[src/rtl/decode_queue_if.sv]
// Handshake and data bundle between IF, the decode queue and ID.
// The queue takes the slave view; the IF/ID side takes the master view.
interface decode_queue_if #(
    parameter int PC_W    = 32,
    parameter int CLASS_W = 4
);
    logic               in_valid;
    logic               in_ready;
    logic [31:0]        in_instr;
    logic [PC_W-1:0]    in_pc;
    logic               out_valid;
    logic               out_ready;
    logic [31:0]        out_instr;
    logic [PC_W-1:0]    out_pc;
    logic [CLASS_W-1:0] out_class;
    logic               out_ri;
    logic               out_use_rs;
    logic               out_use_rt;

    modport master (
        output in_valid, in_instr, in_pc, out_ready,
        input  in_ready, out_valid, out_instr, out_pc, out_class,
               out_ri, out_use_rs, out_use_rt
    );

    modport slave (
        input  in_valid, in_instr, in_pc, out_ready,
        output in_ready, out_valid, out_instr, out_pc, out_class,
               out_ri, out_use_rs, out_use_rt
    );
endinterface

[src/rtl/decode_queue.sv]
// IF->ID decode buffer: decodes each instruction at enqueue and holds it in a DEPTH-entry FIFO.
// Optional saturating RI dequeue counter enabled by DECODE_QUEUE_RI_STATS_EN.
module decode_queue #(
    parameter int DEPTH   = 4,
    parameter int PC_W    = 32,
    parameter int CLASS_W = 4
) (
    input  logic                   clk,
    input  logic                   reset,
    input  logic                   flush,
    decode_queue_if.slave          bus,
    output logic [$clog2(DEPTH):0] count,
    output logic [31:0]            ri_count
);
    localparam int PTR_W = $clog2(DEPTH);
    localparam int CNT_W = PTR_W + 1;
    localparam logic [CNT_W-1:0] FULL_CNT = CNT_W'(DEPTH);

    localparam logic [31:0] ERET_WORD = 32'h4200_0018;

    localparam logic [5:0] OP_SPECIAL = 6'h00, OP_REGIMM = 6'h01, OP_J    = 6'h02, OP_JAL   = 6'h03;
    localparam logic [5:0] OP_BEQ     = 6'h04, OP_BNE    = 6'h05, OP_BLEZ = 6'h06, OP_BGTZ  = 6'h07;
    localparam logic [5:0] OP_ADDI    = 6'h08, OP_ADDIU  = 6'h09, OP_SLTI = 6'h0A, OP_SLTIU = 6'h0B;
    localparam logic [5:0] OP_ANDI    = 6'h0C, OP_ORI    = 6'h0D, OP_XORI = 6'h0E, OP_LUI   = 6'h0F;
    localparam logic [5:0] OP_COP0    = 6'h10;
    localparam logic [5:0] OP_LB      = 6'h20, OP_LH     = 6'h21, OP_LW   = 6'h23, OP_LBU   = 6'h24;
    localparam logic [5:0] OP_LHU     = 6'h25, OP_SB     = 6'h28, OP_SH   = 6'h29, OP_SW    = 6'h2B;

    localparam logic [5:0] FN_SLL  = 6'h00, FN_SRL   = 6'h02, FN_SRA  = 6'h03, FN_SLLV  = 6'h04;
    localparam logic [5:0] FN_SRLV = 6'h06, FN_SRAV  = 6'h07, FN_JR   = 6'h08, FN_JALR  = 6'h09;
    localparam logic [5:0] FN_MFHI = 6'h10, FN_MTHI  = 6'h11, FN_MFLO = 6'h12, FN_MTLO  = 6'h13;
    localparam logic [5:0] FN_MULT = 6'h18, FN_MULTU = 6'h19, FN_DIV  = 6'h1A, FN_DIVU  = 6'h1B;
    localparam logic [5:0] FN_ADD  = 6'h20, FN_ADDU  = 6'h21, FN_SUB  = 6'h22, FN_SUBU  = 6'h23;
    localparam logic [5:0] FN_AND  = 6'h24, FN_OR    = 6'h25, FN_XOR  = 6'h26, FN_NOR   = 6'h27;
    localparam logic [5:0] FN_SLT  = 6'h2A, FN_SLTU  = 6'h2B;

    localparam logic [4:0] RT_BLTZ = 5'h00, RT_BGEZ = 5'h01;
    localparam logic [4:0] RS_MFC0 = 5'h00, RS_MTC0 = 5'h04;

    localparam logic [3:0] CL_NOP   = 4'd0, CL_ALU_R = 4'd1, CL_ALU_I = 4'd2, CL_LOAD = 4'd3;
    localparam logic [3:0] CL_STORE = 4'd4, CL_BRANCH = 4'd5, CL_JUMP = 4'd6, CL_MULDIV = 4'd7;
    localparam logic [3:0] CL_HILO  = 4'd8, CL_COP0  = 4'd9, CL_ERET  = 4'd10, CL_RI   = 4'd15;

    logic [5:0] dop, dfn;
    logic [4:0] drs, drt;
    logic [3:0] dec_cls;
    logic       dec_rs, dec_rt;

    assign dop = bus.in_instr[31:26];
    assign drs = bus.in_instr[25:21];
    assign drt = bus.in_instr[20:16];
    assign dfn = bus.in_instr[5:0];

    always_comb begin
        dec_cls = CL_RI;
        dec_rs  = 1'b0;
        dec_rt  = 1'b0;
        // Exact-word matches first so the all-zero sll never reaches the ALU_R decode.
        if (bus.in_instr == '0) begin
            dec_cls = CL_NOP;
        end else if (bus.in_instr == ERET_WORD) begin
            dec_cls = CL_ERET;
        end else begin
            case (dop)
                OP_SPECIAL: begin
                    case (dfn)
                        FN_SLL, FN_SRL, FN_SRA: begin
                            dec_cls = CL_ALU_R; dec_rt = 1'b1;
                        end
                        FN_ADD, FN_ADDU, FN_SUB, FN_SUBU, FN_AND, FN_OR, FN_XOR, FN_NOR,
                        FN_SLT, FN_SLTU, FN_SLLV, FN_SRLV, FN_SRAV: begin
                            dec_cls = CL_ALU_R; dec_rs = 1'b1; dec_rt = 1'b1;
                        end
                        FN_JR, FN_JALR: begin
                            dec_cls = CL_JUMP; dec_rs = 1'b1;
                        end
                        FN_MFHI, FN_MFLO: dec_cls = CL_HILO;
                        FN_MTHI, FN_MTLO: begin
                            dec_cls = CL_HILO; dec_rs = 1'b1;
                        end
                        FN_MULT, FN_MULTU, FN_DIV, FN_DIVU: begin
                            dec_cls = CL_MULDIV; dec_rs = 1'b1; dec_rt = 1'b1;
                        end
                        default: ;
                    endcase
                end
                OP_REGIMM: begin
                    if (drt == RT_BLTZ || drt == RT_BGEZ) begin
                        dec_cls = CL_BRANCH; dec_rs = 1'b1;
                    end
                end
                OP_J, OP_JAL: dec_cls = CL_JUMP;
                OP_BEQ, OP_BNE: begin
                    dec_cls = CL_BRANCH; dec_rs = 1'b1; dec_rt = 1'b1;
                end
                OP_BLEZ, OP_BGTZ: begin
                    dec_cls = CL_BRANCH; dec_rs = 1'b1;
                end
                OP_ADDI, OP_ADDIU, OP_SLTI, OP_SLTIU, OP_ANDI, OP_ORI, OP_XORI: begin
                    dec_cls = CL_ALU_I; dec_rs = 1'b1;
                end
                OP_LUI: dec_cls = CL_ALU_I;
                OP_COP0: begin
                    if (drs == RS_MFC0) begin
                        dec_cls = CL_COP0;
                    end else if (drs == RS_MTC0) begin
                        dec_cls = CL_COP0; dec_rt = 1'b1;
                    end
                end
                OP_LB, OP_LH, OP_LW, OP_LBU, OP_LHU: begin
                    dec_cls = CL_LOAD; dec_rs = 1'b1;
                end
                OP_SB, OP_SH, OP_SW: begin
                    dec_cls = CL_STORE; dec_rs = 1'b1; dec_rt = 1'b1;
                end
                default: ;
            endcase
        end
    end

    logic [31:0]     mem_instr [DEPTH];
    logic [PC_W-1:0] mem_pc    [DEPTH];
    logic [3:0]      mem_cls   [DEPTH];
    logic            mem_rs    [DEPTH];
    logic            mem_rt    [DEPTH];

    logic [PTR_W-1:0] wr_ptr, rd_ptr;
    logic             full, empty, enq, deq;
    logic [3:0]       head_cls;

    assign full  = (count == FULL_CNT);
    assign empty = (count == '0);
    assign enq   = bus.in_valid && !full;
    assign deq   = bus.out_ready && !empty;

    always_ff @(posedge clk) begin
        if (reset || flush) begin
            wr_ptr <= '0;
            rd_ptr <= '0;
            count  <= '0;
        end else begin
            if (enq) wr_ptr <= wr_ptr + PTR_W'(1);
            if (deq) rd_ptr <= rd_ptr + PTR_W'(1);
            if (enq && !deq)      count <= count + CNT_W'(1);
            else if (!enq && deq) count <= count - CNT_W'(1);
        end
    end

    always_ff @(posedge clk) begin
        if (enq) begin
            mem_instr[wr_ptr] <= bus.in_instr;
            mem_pc[wr_ptr]    <= bus.in_pc;
            mem_cls[wr_ptr]   <= dec_cls;
            mem_rs[wr_ptr]    <= dec_rs;
            mem_rt[wr_ptr]    <= dec_rt;
        end
    end

    assign head_cls       = mem_cls[rd_ptr];
    assign bus.in_ready   = !full;
    assign bus.out_valid  = !empty;
    assign bus.out_instr  = empty ? '0 : mem_instr[rd_ptr];
    assign bus.out_pc     = empty ? '0 : mem_pc[rd_ptr];
    assign bus.out_class  = empty ? '0 : CLASS_W'(head_cls);
    assign bus.out_ri     = !empty && (head_cls == CL_RI);
    assign bus.out_use_rs = !empty && mem_rs[rd_ptr];
    assign bus.out_use_rt = !empty && mem_rt[rd_ptr];

`ifdef DECODE_QUEUE_RI_STATS_EN
    logic [31:0] ri_cnt_q;

    // Flush wins over a same-cycle dequeue, so a flushed RI head is not counted.
    always_ff @(posedge clk) begin
        if (reset) begin
            ri_cnt_q <= '0;
        end else if (deq && !flush && bus.out_ri && ri_cnt_q != '1) begin
            ri_cnt_q <= ri_cnt_q + 32'd1;
        end
    end

    assign ri_count = ri_cnt_q;
`else
    assign ri_count = '0;
`endif
endmodule

[src/flat_wrapper.sv]
// flat-port wrapper written by rule: the top's interface ports become plain ports
module decode_queue_flat 
#(
    parameter int DEPTH   = 4,
    parameter int PC_W    = 32,
    parameter int CLASS_W = 4
)
  (clk, reset, flush, count, ri_count, bus_in_valid, bus_in_instr, bus_in_pc, bus_out_ready, bus_in_ready, bus_out_valid, bus_out_instr, bus_out_pc, bus_out_class, bus_out_ri, bus_out_use_rs, bus_out_use_rt);
  decode_queue_if #(.PC_W(PC_W), .CLASS_W(CLASS_W)) bus_i ();
  input  logic clk;
  input  logic reset;
  input  logic flush;
  output logic [$clog2(DEPTH):0] count;
  output logic [31:0] ri_count;
  input wire logic [$bits(bus_i.in_valid)-1:0] bus_in_valid;
  input wire logic [$bits(bus_i.in_instr)-1:0] bus_in_instr;
  input wire logic [$bits(bus_i.in_pc)-1:0] bus_in_pc;
  input wire logic [$bits(bus_i.out_ready)-1:0] bus_out_ready;
  output wire logic [$bits(bus_i.in_ready)-1:0] bus_in_ready;
  output wire logic [$bits(bus_i.out_valid)-1:0] bus_out_valid;
  output wire logic [$bits(bus_i.out_instr)-1:0] bus_out_instr;
  output wire logic [$bits(bus_i.out_pc)-1:0] bus_out_pc;
  output wire logic [$bits(bus_i.out_class)-1:0] bus_out_class;
  output wire logic [$bits(bus_i.out_ri)-1:0] bus_out_ri;
  output wire logic [$bits(bus_i.out_use_rs)-1:0] bus_out_use_rs;
  output wire logic [$bits(bus_i.out_use_rt)-1:0] bus_out_use_rt;
  assign bus_i.in_valid = bus_in_valid;
  assign bus_i.in_instr = bus_in_instr;
  assign bus_i.in_pc = bus_in_pc;
  assign bus_i.out_ready = bus_out_ready;
  assign bus_in_ready = bus_i.in_ready;
  assign bus_out_valid = bus_i.out_valid;
  assign bus_out_instr = bus_i.out_instr;
  assign bus_out_pc = bus_i.out_pc;
  assign bus_out_class = bus_i.out_class;
  assign bus_out_ri = bus_i.out_ri;
  assign bus_out_use_rs = bus_i.out_use_rs;
  assign bus_out_use_rt = bus_i.out_use_rt;
  decode_queue #(.DEPTH(DEPTH), .PC_W(PC_W), .CLASS_W(CLASS_W)) u_core (.clk(clk), .reset(reset), .flush(flush), .bus(bus_i), .count(count), .ri_count(ri_count));
endmodule
[config.mk]
export PLATFORM = sky130hd
export DESIGN_NAME = decode_queue_flat
export DESIGN_NICKNAME = d
export VERILOG_FILES = /design/src/rtl/decode_queue_if.sv /design/src/rtl/decode_queue.sv /design/src/flat_wrapper.sv
export SDC_FILE = /design/constraint.sdc
export NUM_CORES = 1
export LEC_CHECK = 0
export BUFFER_PORTS_ARGS = -buffer_cell sky130_fd_sc_hd__buf_2
export CORE_MARGIN = 2
export CORE_UTILIZATION = 30
export DETAILED_ROUTE_END_ITERATION = 6
export HOLD_SLACK_MARGIN = 0.06
export PLACE_DENSITY = 0.5
export SKIP_CTS_REPAIR_TIMING = 1
export SLEW_MARGIN = 30
export SYNTH_ARGS = -nofsm -noshare
export SYNTH_HDL_FRONTEND = slang
export SYNTH_SLANG_ARGS = --single-unit
[constraint.sdc]
create_clock -name clk -period 8.4 [get_ports clk]
set_input_delay 0.84 -clock clk [delete_from_list [all_inputs] [get_ports clk]]
set_output_delay 0.84 -clock clk [all_outputs]
set_load 0.01 [all_outputs]
### Yosys cells after proc, flatten, opt, wreduce, memory -nomap -nowiden

Memories as Yosys holds them, arrays and structs flattened. A register that Yosys moved wholly into a read port is not among the register bits.
Index checks and enable logic that the tools add are counted.

* mux-type cells: 35
* equality and inequality tests: 54
* reductions and logical operators: 33
* add/sub/neg operators: 4

Operator list (count)
* equality test 6 bit, second input constant: 18
* 2-to-1 mux 32 bit: 2
* equality test 6 x 4 -> 1 bit, second input constant: 10
* equality test 6 x 5 -> 1 bit, second input constant: 9
* equality test 6 x 3 -> 1 bit, second input constant: 7
* equality test 32 x 31 -> 1 bit, second input constant: 1
* logical NOT 32 bit: 1
* one-hot mux 4 bit (8 select lines): 1
* equality test 6 x 2 -> 1 bit, second input constant: 4
* OR reduction 21 bit: 1
* 2-to-1 mux 2 bit: 10
* 2-to-1 mux 4 bit: 5
* OR reduction 20 bit: 1
* OR reduction 19 bit: 1
* one-hot mux 4 bit (4 select lines): 1
* OR reduction 16 bit: 1
* logical NOT 6 bit: 2
* OR reduction 4 bit: 3
* 2-to-1 mux 1 bit: 11
* logical NOT 5 bit: 2
* OR reduction 5 bit: 2
* 2-to-1 mux 3 bit: 3
* OR reduction 8 bit: 1
* logical AND 1 bit: 7
* 15 further kinds: 22

* memories: 5
* output and inout bits: 108
* input bits: 69
* RAM bits: 280
* register bits: 7

Memory list
* u_core.mem_instr: words 4, bits a word 32, read ports 1, clocked after memory_dff 1, wr ports 1, line decode_queue.sv:121 `logic [31:0] mem_instr [DEPTH];`
* u_core.mem_pc: words 4, bits a word 32, read ports 1, clocked after memory_dff 1, wr ports 1, line decode_queue.sv:122 `logic [PC_W-1:0] mem_pc [DEPTH];`
* u_core.mem_cls: words 4, bits a word 4, read ports 1, clocked after memory_dff 1, wr ports 1, line decode_queue.sv:123 `logic [3:0] mem_cls [DEPTH];`
* u_core.mem_rs: words 4, bits a word 1, read ports 1, clocked after memory_dff 1, wr ports 1, line decode_queue.sv:124 `logic mem_rs [DEPTH];`
* u_core.mem_rt: words 4, bits a word 1, read ports 1, clocked after memory_dff 1, wr ports 1, line decode_queue.sv:125 `logic mem_rt [DEPTH];`

### Longest topological paths before layout

Gate-level depths: netlist of the first run.

* depth after elaboration: 7
* gate-level depth with buffers: 9
* mapped depth without buffers: 8

### Least setup slack after synthesis of the first run

No wires, ideal clock.

* kind: input to register
* from: input bus_in_valid
* to: memory u_core.mem_cls[0][0] (enable)
* library setup time: 436 ps
* data arrival time: 2921 ps
* buffers on the path: 0
* data required time: 7964 ps
* cell stages on the path: 2
* setup slack: 5044 ps
* cell sequence: a21boi_1 > and2_1

* longest elaborated chain between the ends: 3

RTL lines
* start: declaration: line flat_wrapper.sv:15 `input wire logic [$bits(bus_i.in_valid)-1:0] bus_in_valid;`
* logical AND 1 bit: line decode_queue.sv:133 `assign enq = bus.in_valid && !full;`
* 2-to-1 mux 1 bit: line decode_queue.sv:150 `if (enq) begin`
* 2-to-1 mux 1 bit (implied by the code): line decode_queue.sv:153 `mem_cls[wr_ptr] <= dec_cls;`
* end: declaration: line decode_queue.sv:123

No other way between the ends.

==> qor.csv, run 1 <==
stage;metric;value;unit
setup_path;Worst R2R Setup Slack;5.62;ns
clock_network;clock root buffer;clkbuf_16;
routing;Initial DRC Count;261;
synthesis;Post-synth EDFFs;280;
synthesis;Synth async-reset ratio;0;%
routing;Vias/cell;4.58;
setup_path;cell chain of the critical path;buf_4 > mux4_2 > and2_1 > buf_2;
synthesis;register area share after synthesis;72.5;%
final_layout;cell area after layout;14000;µm²
setup_path;CP top delay family;buffers and inverters;
synthesis;count of cell types in the netlist;57;
floorplanning;Die Width;203;µm
timing;worst-margin pin slew;0.852;ns
clock_network;Longest Clk Path Bufs;3;
place;DP HPWL;15300;µm
routing;DRT Pass-1 Iters;4;
timing;Layout Skew;0.0152;ns
global_routing;antenna violations before repair;4;
setup_path;crit end category;output pin;
synthesis;Avg Cell Area, Syn;19.0;µm²
synthesis;FF+latch count, synth;289;
setup_path;CP required;7.56;ns
floorplanning;Core Box Area;38800;µm²
power_and_ir_drop;Pleak;4.83;nW
setup_path;critical path data arrival time;3.10;ns
synthesis;synth warn;0;
place;GPL Wtd Cong;0.723;
final_layout;most frequent cells in the layout;edfxtp_1 (280), buf_2 (144), mux4_2 (70), and2_1 (70), conb_1 (32);
timing;Hold Fails Final Rpt;0;
timing;Setup TNS Final;0;ns
timing;Max Clk Rate;254;MHz
synthesis;Mapped Area;11900;µm²
floorplanning;number of cell rows;72;
floorplanning;Initial Util;30.5;%
clock_network;cts bufs inserted;31;
routing;wire per inst;19.6;µm
timing;Max transition margin;43.2;%
clock_network;Clock transition at path regs;0.06;ns
setup_path;Crit path largest cell delay;0.80;ns
final_layout;fraction of layout cells with a size suffix above 1;35.5;%
timing;Slew Limit Fails;0;
power_and_ir_drop;Peak VDD IR;0.177;mV
min_path;Hold WC Path Type;in -> reg;
outcome;status;finished, final reports clean;
setup_path;kind of critical path;reg -> out;
routing;DR vias;6033;
timing;Tmin final;3.94;ns
timing;Tcrit/Tclk final;46.9;%
setup_path;WP depth;4;
global_routing;global-route wire length before repair;38700;µm
power_and_ir_drop;Power Density;237;nW/µm²
global_routing;vias in the first global route;6171;
setup_path;slowest stage cell, crit path;dfxtp_4;
clock_network;CTS tree;yes;
timing;unrepaired setup endpoints after global routing;false;
synthesis;Cells after Synth;625;
final_layout;most common cell after layout, fill and taps aside;edfxtp_1;
global_routing;GR peak layer;met2;
timing;number of setup violations in the final report;0;
clock_network;worst skew pair latency;0.55;ns
routing;# DRC;0;
setup_path;worst r2r src;u_core.count[0];
clock_network;# clock sinks;289;
final_layout;fillcell total;3681;
power_and_ir_drop;overall power;3.32;mW
setup_path;Setup crit start kind;register;
floorplanning;die footprint;41100;µm²
global_routing;M2 GR Usage;20.0;%
place;dpl cell area;13000;µm²
final_layout;# nets final;849;
flow_run;max-cap viol count;0;
synthesis;Synth Flop Type;edfxtp_1;
setup_path;Setup crit end;bus_out_pc[23];
global_routing;largest net degree at the start of global routing;74;
global_routing;Tot GR Track Use;12.4;%
global_routing;met3 Resource Use GR;2.58;%
routing;drt total wl;25800;µm
floorplanning;die height;203;µm
global_routing;total grt overflow;0;
setup_path;CP max FO;40;
setup_path;worst reg2reg endpoint;u_core.mem_pc[2][16];
place;Port Buffers;144;
setup_path;Buf/Inv on CP;2;
clock_network;H-tree Lvls;1;
global_routing;met1 Usage GRT;17.3;%
setup_path;reg2reg path depth;4;
floorplanning;I/O Pins;177;
routing;Routed Antenna Nets;0;
final_layout;P&R area growth vs syn;18.4;%
==> metrics by stage <==
step	std cells	worst slack, ns	hold slack [ns]	util [%]
CTS	1315	4.30	0.476	36.1
finish	1316	4.46	0.508	36.1
floorplan	656	5.04	0.485	-
global route	1315	4.17	0.487	36.1
global placement	1259	4.91	0.507	33.5
detailed placement	1259	4.89	0.513	33.5
==> Yosys cell counts (all sizes together), types with 5 or more instances <==
cell | count | area share, %
a21oi | 9 | 0.38
and2 | 74 | 3.9
buf | 43 | 2.5
clkbuf | 23 | 0.73
dfxtp | 9 | 1.5
edfxtp | 280 | 71
ha | 5 | 0.53
inv | 9 | 0.29
mux4 | 70 | 13
nand2 | 8 | 0.25
nor2 | 15 | 0.48
o21ai | 7 | 0.30
or3 | 5 | 0.26
==> worst min-delay path by stage <==
stage,startpoint,to,cells after the start
2_1_floorplan,u_core.rd_ptr[1],register,2
3_3_place_gp,u_core.rd_ptr[0],u_core.rd_ptr[0],2
3_5_place_dp,u_core.rd_ptr[0],u_core.rd_ptr[0],2
4_1_cts,bus_in_pc[22],u_core.mem_pc[2][22],1
5_1_grt,bus_in_pc[22],u_core.mem_pc[2][22],1
6_report,bus_in_pc[22],u_core.mem_pc[2][22],1
==> kinds of logic (layout without fill, tap and decap cells) <==
kind of cell,after synthesis,count (layout),synth area share [%]
buffers and inverters,75,216,3.53
adder cells (fa/ha/maj),6,6,0.697
other,1,33,0.0316
AO/OA/AOI/OAI,39,39,2.33
multiplexers,72,72,13.5
flip-flops,289,289,72.5
AND/OR/NAND/NOR,138,138,7.11
XOR/XNOR,5,5,0.369
==> area by class of cell <==
cell class	instances	area, µm²	share of cell area (%)
flip-flops and latches	289	8600	61.3
multi-input cells	292	2970	21.2
clock buffers	35	791	5.64
repair buffers	151	773	5.51
well taps	518	648	4.62
clock inverters	21	210	1.50
inverters	9	33.8	0.241
diodes	1	2.50	0.0178
==> state kept, by name, summed over array words and instances (netlist names), named ones only <==
register and count:
u_core.count 3, u_core.mem_cls 16, u_core.mem_instr 128, u_core.mem_pc 128, u_core.mem_rs 4, u_core.mem_rt 4, u_core.rd_ptr 2, u_core.wr_ptr 2
==> power breakdown <==
part           total, mW  internal [mW]  switching [mW]
registers           1.65           1.64          0.0174
logic              0.341          0.142           0.199
clock network       1.33          0.794           0.536
total               3.32           2.57           0.752
==> metal layers <==
| layer | routed length (µm) | part of all wire [%] |
|---|---|---|
| met1 | 11700 | 45 |
| met2 | 12200 | 47 |
| met3 | 1340 | 5.2 |
| met4 | 548 | 2.1 |
| met5 | 28 | 0.11 |
No activity file was read; power rests on OpenSTA's default activity.
==> run 2: changes to the inputs <==
- PLACE_DENSITY: 0.5 -> 0.52
- clock period: 8.4 -> 3.2 ns (I/O delays scaled with it)
==> run 2 against run 1 <==
Clock skew increased by 0.0031 ns. Final cell count increased by 4.0%. Largest power group unchanged. Critical path depth unchanged. Clock-buffer cell count increased by 6. Global-route usage increased by 0.50 points. Non-clock buffer count increased by 50. Hold slack got worse by 0.45 ns. Sequential power increased to 2.6 times the previous value. Setup slack got worse by 4.0 ns. Critical endpoint is now bus_out_instr[29].
==> qor.csv, run 2 (synthesis results as in run 1) <==
stage;metric;value;unit;change
routing;DR vias;6272;;was 6033
global_routing;vias in the first global route;6223;;was 6171
setup_path;CP max FO;23;;was 40
routing;wire per inst;19.6;µm;about the same
routing;DRT Pass-1 Iters;4;;unchanged
clock_network;Longest Clk Path Bufs;3;;unchanged
routing;Vias/cell;4.58;;about the same
timing;Max Clk Rate;371;MHz;
clock_network;clock root buffer;clkbuf_16;;unchanged
clock_network;CTS tree;yes;;unchanged
final_layout;# nets final;902;;was 849
floorplanning;Core Box Area;38800;µm²;unchanged
final_layout;Ant. Diodes;0;;was 1
timing;number of setup violations in the final report;0;;unchanged
global_routing;largest net degree at the start of global routing;43;;was 74
timing;Tcrit/Tclk final;84.2;%;
timing;Tmin final;2.69;ns;
setup_path;crit end category;output pin;;unchanged
global_routing;antenna violations before repair;0;;was 4
final_layout;P&R area growth vs syn;24.2;%;was 18.4%
floorplanning;die height;203;µm;unchanged
clock_network;Clock transition at path regs;0.06;ns;about the same
floorplanning;Initial Util;30.5;%;unchanged
routing;Routed Antenna Nets;0;;unchanged
flow_run;max-cap viol count;0;;unchanged
global_routing;total grt overflow;0;;unchanged
min_path;Min-Delay Path Depth;1;;unchanged
clock_network;H-tree Lvls;2;;was 1
place;post-placement cell count;1267;;was 1259
global_routing;global-route wire length before repair;39500;µm;was 38700 µm
routing;drt total wl;26800;µm;was 25800 µm
timing;unrepaired setup endpoints after global routing;false;;unchanged
outcome;status;finished, final reports clean;;unchanged
final_layout;Largest regs;u_core.mem_instr (128), u_core.mem_pc (128), u_core.mem_cls (16);;unchanged
setup_path;critical path data arrival time;2.37;ns;was 3.10 ns
clock_network;cts bufs inserted;34;;was 31
clock_network;worst skew pair latency;0.52;ns;was 0.55 ns
min_path;Hold WC Path Type;in -> reg;;unchanged
setup_path;kind of critical path;reg -> out;;unchanged
place;Port Buffers;144;;unchanged
final_layout;most common cell after layout, fill and taps aside;edfxtp_1;;unchanged
floorplanning;number of cell rows;72;;unchanged
routing;# DRC;0;;unchanged
timing;Slew Limit Fails;0;;unchanged
floorplanning;die footprint;41100;µm²;unchanged
setup_path;CP required;2.88;ns;was 7.56 ns
setup_path;reg2reg path depth;8;;was 4
global_routing;Tot GR Track Use;12.9;%;was 12.4%
place;DP HPWL;16500;µm;was 15300 µm
place;GPL Wtd Cong;0.724;;was 0.723
final_layout;fin cells;1369;;was 1316
power_and_ir_drop;Power Density;625;nW/µm²;was 237 nW/µm²
timing;Setup TNS Final;0;ns;unchanged
final_layout;fraction of layout cells with a size suffix above 1;34.4;%;was 35.5%
power_and_ir_drop;Pleak;5.12;nW;was 4.83 nW
floorplanning;Die Width;203;µm;unchanged
floorplanning;I/O Pins;177;;unchanged
timing;worst-margin pin slew;0.668;ns;was 0.852 ns
timing;Hold Fails Final Rpt;0;;unchanged
timing;Layout Skew;0.0183;ns;was 0.0152 ns
final_layout;most frequent cells in the layout;edfxtp_1 (280), buf_2 (144), mux4_2 (70), and2_1 (70), dlygate4sd3_1 (42);;was edfxtp_1 (280), buf_2 (144), mux4_2 (70), and2_1 (70), conb_1 (32)
timing;Max transition margin;55.3;%;was 43.2%
final_layout;fillcell total;3624;;was 3681
setup_path;Setup crit start kind;register;;unchanged
clock_network;# clock sinks;289;;unchanged
timing;Hold WS;0.0593;ns;was 0.508 ns
power_and_ir_drop;Peak VDD IR;0.358;mV;was 0.177 mV
routing;Initial DRC Count;348;;was 261
[run 2: cell count changes in the layout (fill, tap and decap cells not counted), sizes merged]
cell         previous run  this run
clkinvlp                2         1
inv                     9        10
bufinv                  4         5
diode                   1         0
clkbuf                 35        41
buf                   151       159
dlygate4sd3             0        42
clkinv                 15        12
[run 2: worst paths after layout]
path                    startpoint                endpoint  slack, ns
setup reg to reg   u_core.count[0]         u_core.count[2]       0.74
setup / recovery          register       bus_out_instr[29]       0.51
hold / removal     bus_in_instr[6]  u_core.mem_instr[2][6]       0.06
hold reg to reg   u_core.rd_ptr[1]        u_core.rd_ptr[1]       0.53
[run 2: worst max-delay path: stages, from the launching register on]
cell and delay (ns):
dfxtp_4 0.66, buf_12 0.30, mux4_2 0.57, and2_1 0.18, buf_2 0.13
[run 2: routing by layer]
| metal | share of wire [%] | vias up | GRT usage (%) | wire length [µm] |
|---|---|---|---|---|
| met2 | 48 | 194 | 21.3 | 13000 |
| met4 | 1.9 | 0 | 4.01 | 513 |
| met5 | 0 | - | 0 | 0 |
| met3 | 6.7 | 41 | 3.16 | 1790 |
| li1 | - | 2823 | - | - |
| met1 | 43 | 3214 | 16.8 | 11500 |
[run 2: layout make-up]
class / instances / area, µm² / share of cell area [%]
flip-flops and latches: 289 / 8600 / 58.4
multi-input cells: 292 / 2970 / 20.2
repair buffers: 201 / 1340 / 9.11
clock buffers: 41 / 898 / 6.10
well taps: 518 / 648 / 4.40
clock inverters: 19 / 226 / 1.54
inverters: 9 / 33.8 / 0.230
[run 2: per-stage QoR]
stage | utilization (%) | cell area [µm²] | setup slack, ns | power (mW)
6_report | 37.9 | 14700 | 0.507 | 9.19
5_1_grt | 37.9 | 14700 | 0.309 | 9.57
4_1_cts | 36.8 | 14300 | 0.372 | 9.30
3_5_place_dp | 33.9 | 13200 | 0.775 | 5.37
3_3_place_gp | 33.9 | 13200 | 0.828 | 5.37
2_1_floorplan | - | 12000 | 0.158 | 4.97
[run 2: where the power goes]
group | switching (mW) | total, mW | internal (mW) | leakage, nW
Clock | 1.49 | 3.89 | 2.41 | 0.547
Sequential | 0.0418 | 4.34 | 4.29 | 2.64
Combinational | 0.540 | 0.965 | 0.425 | 1.93
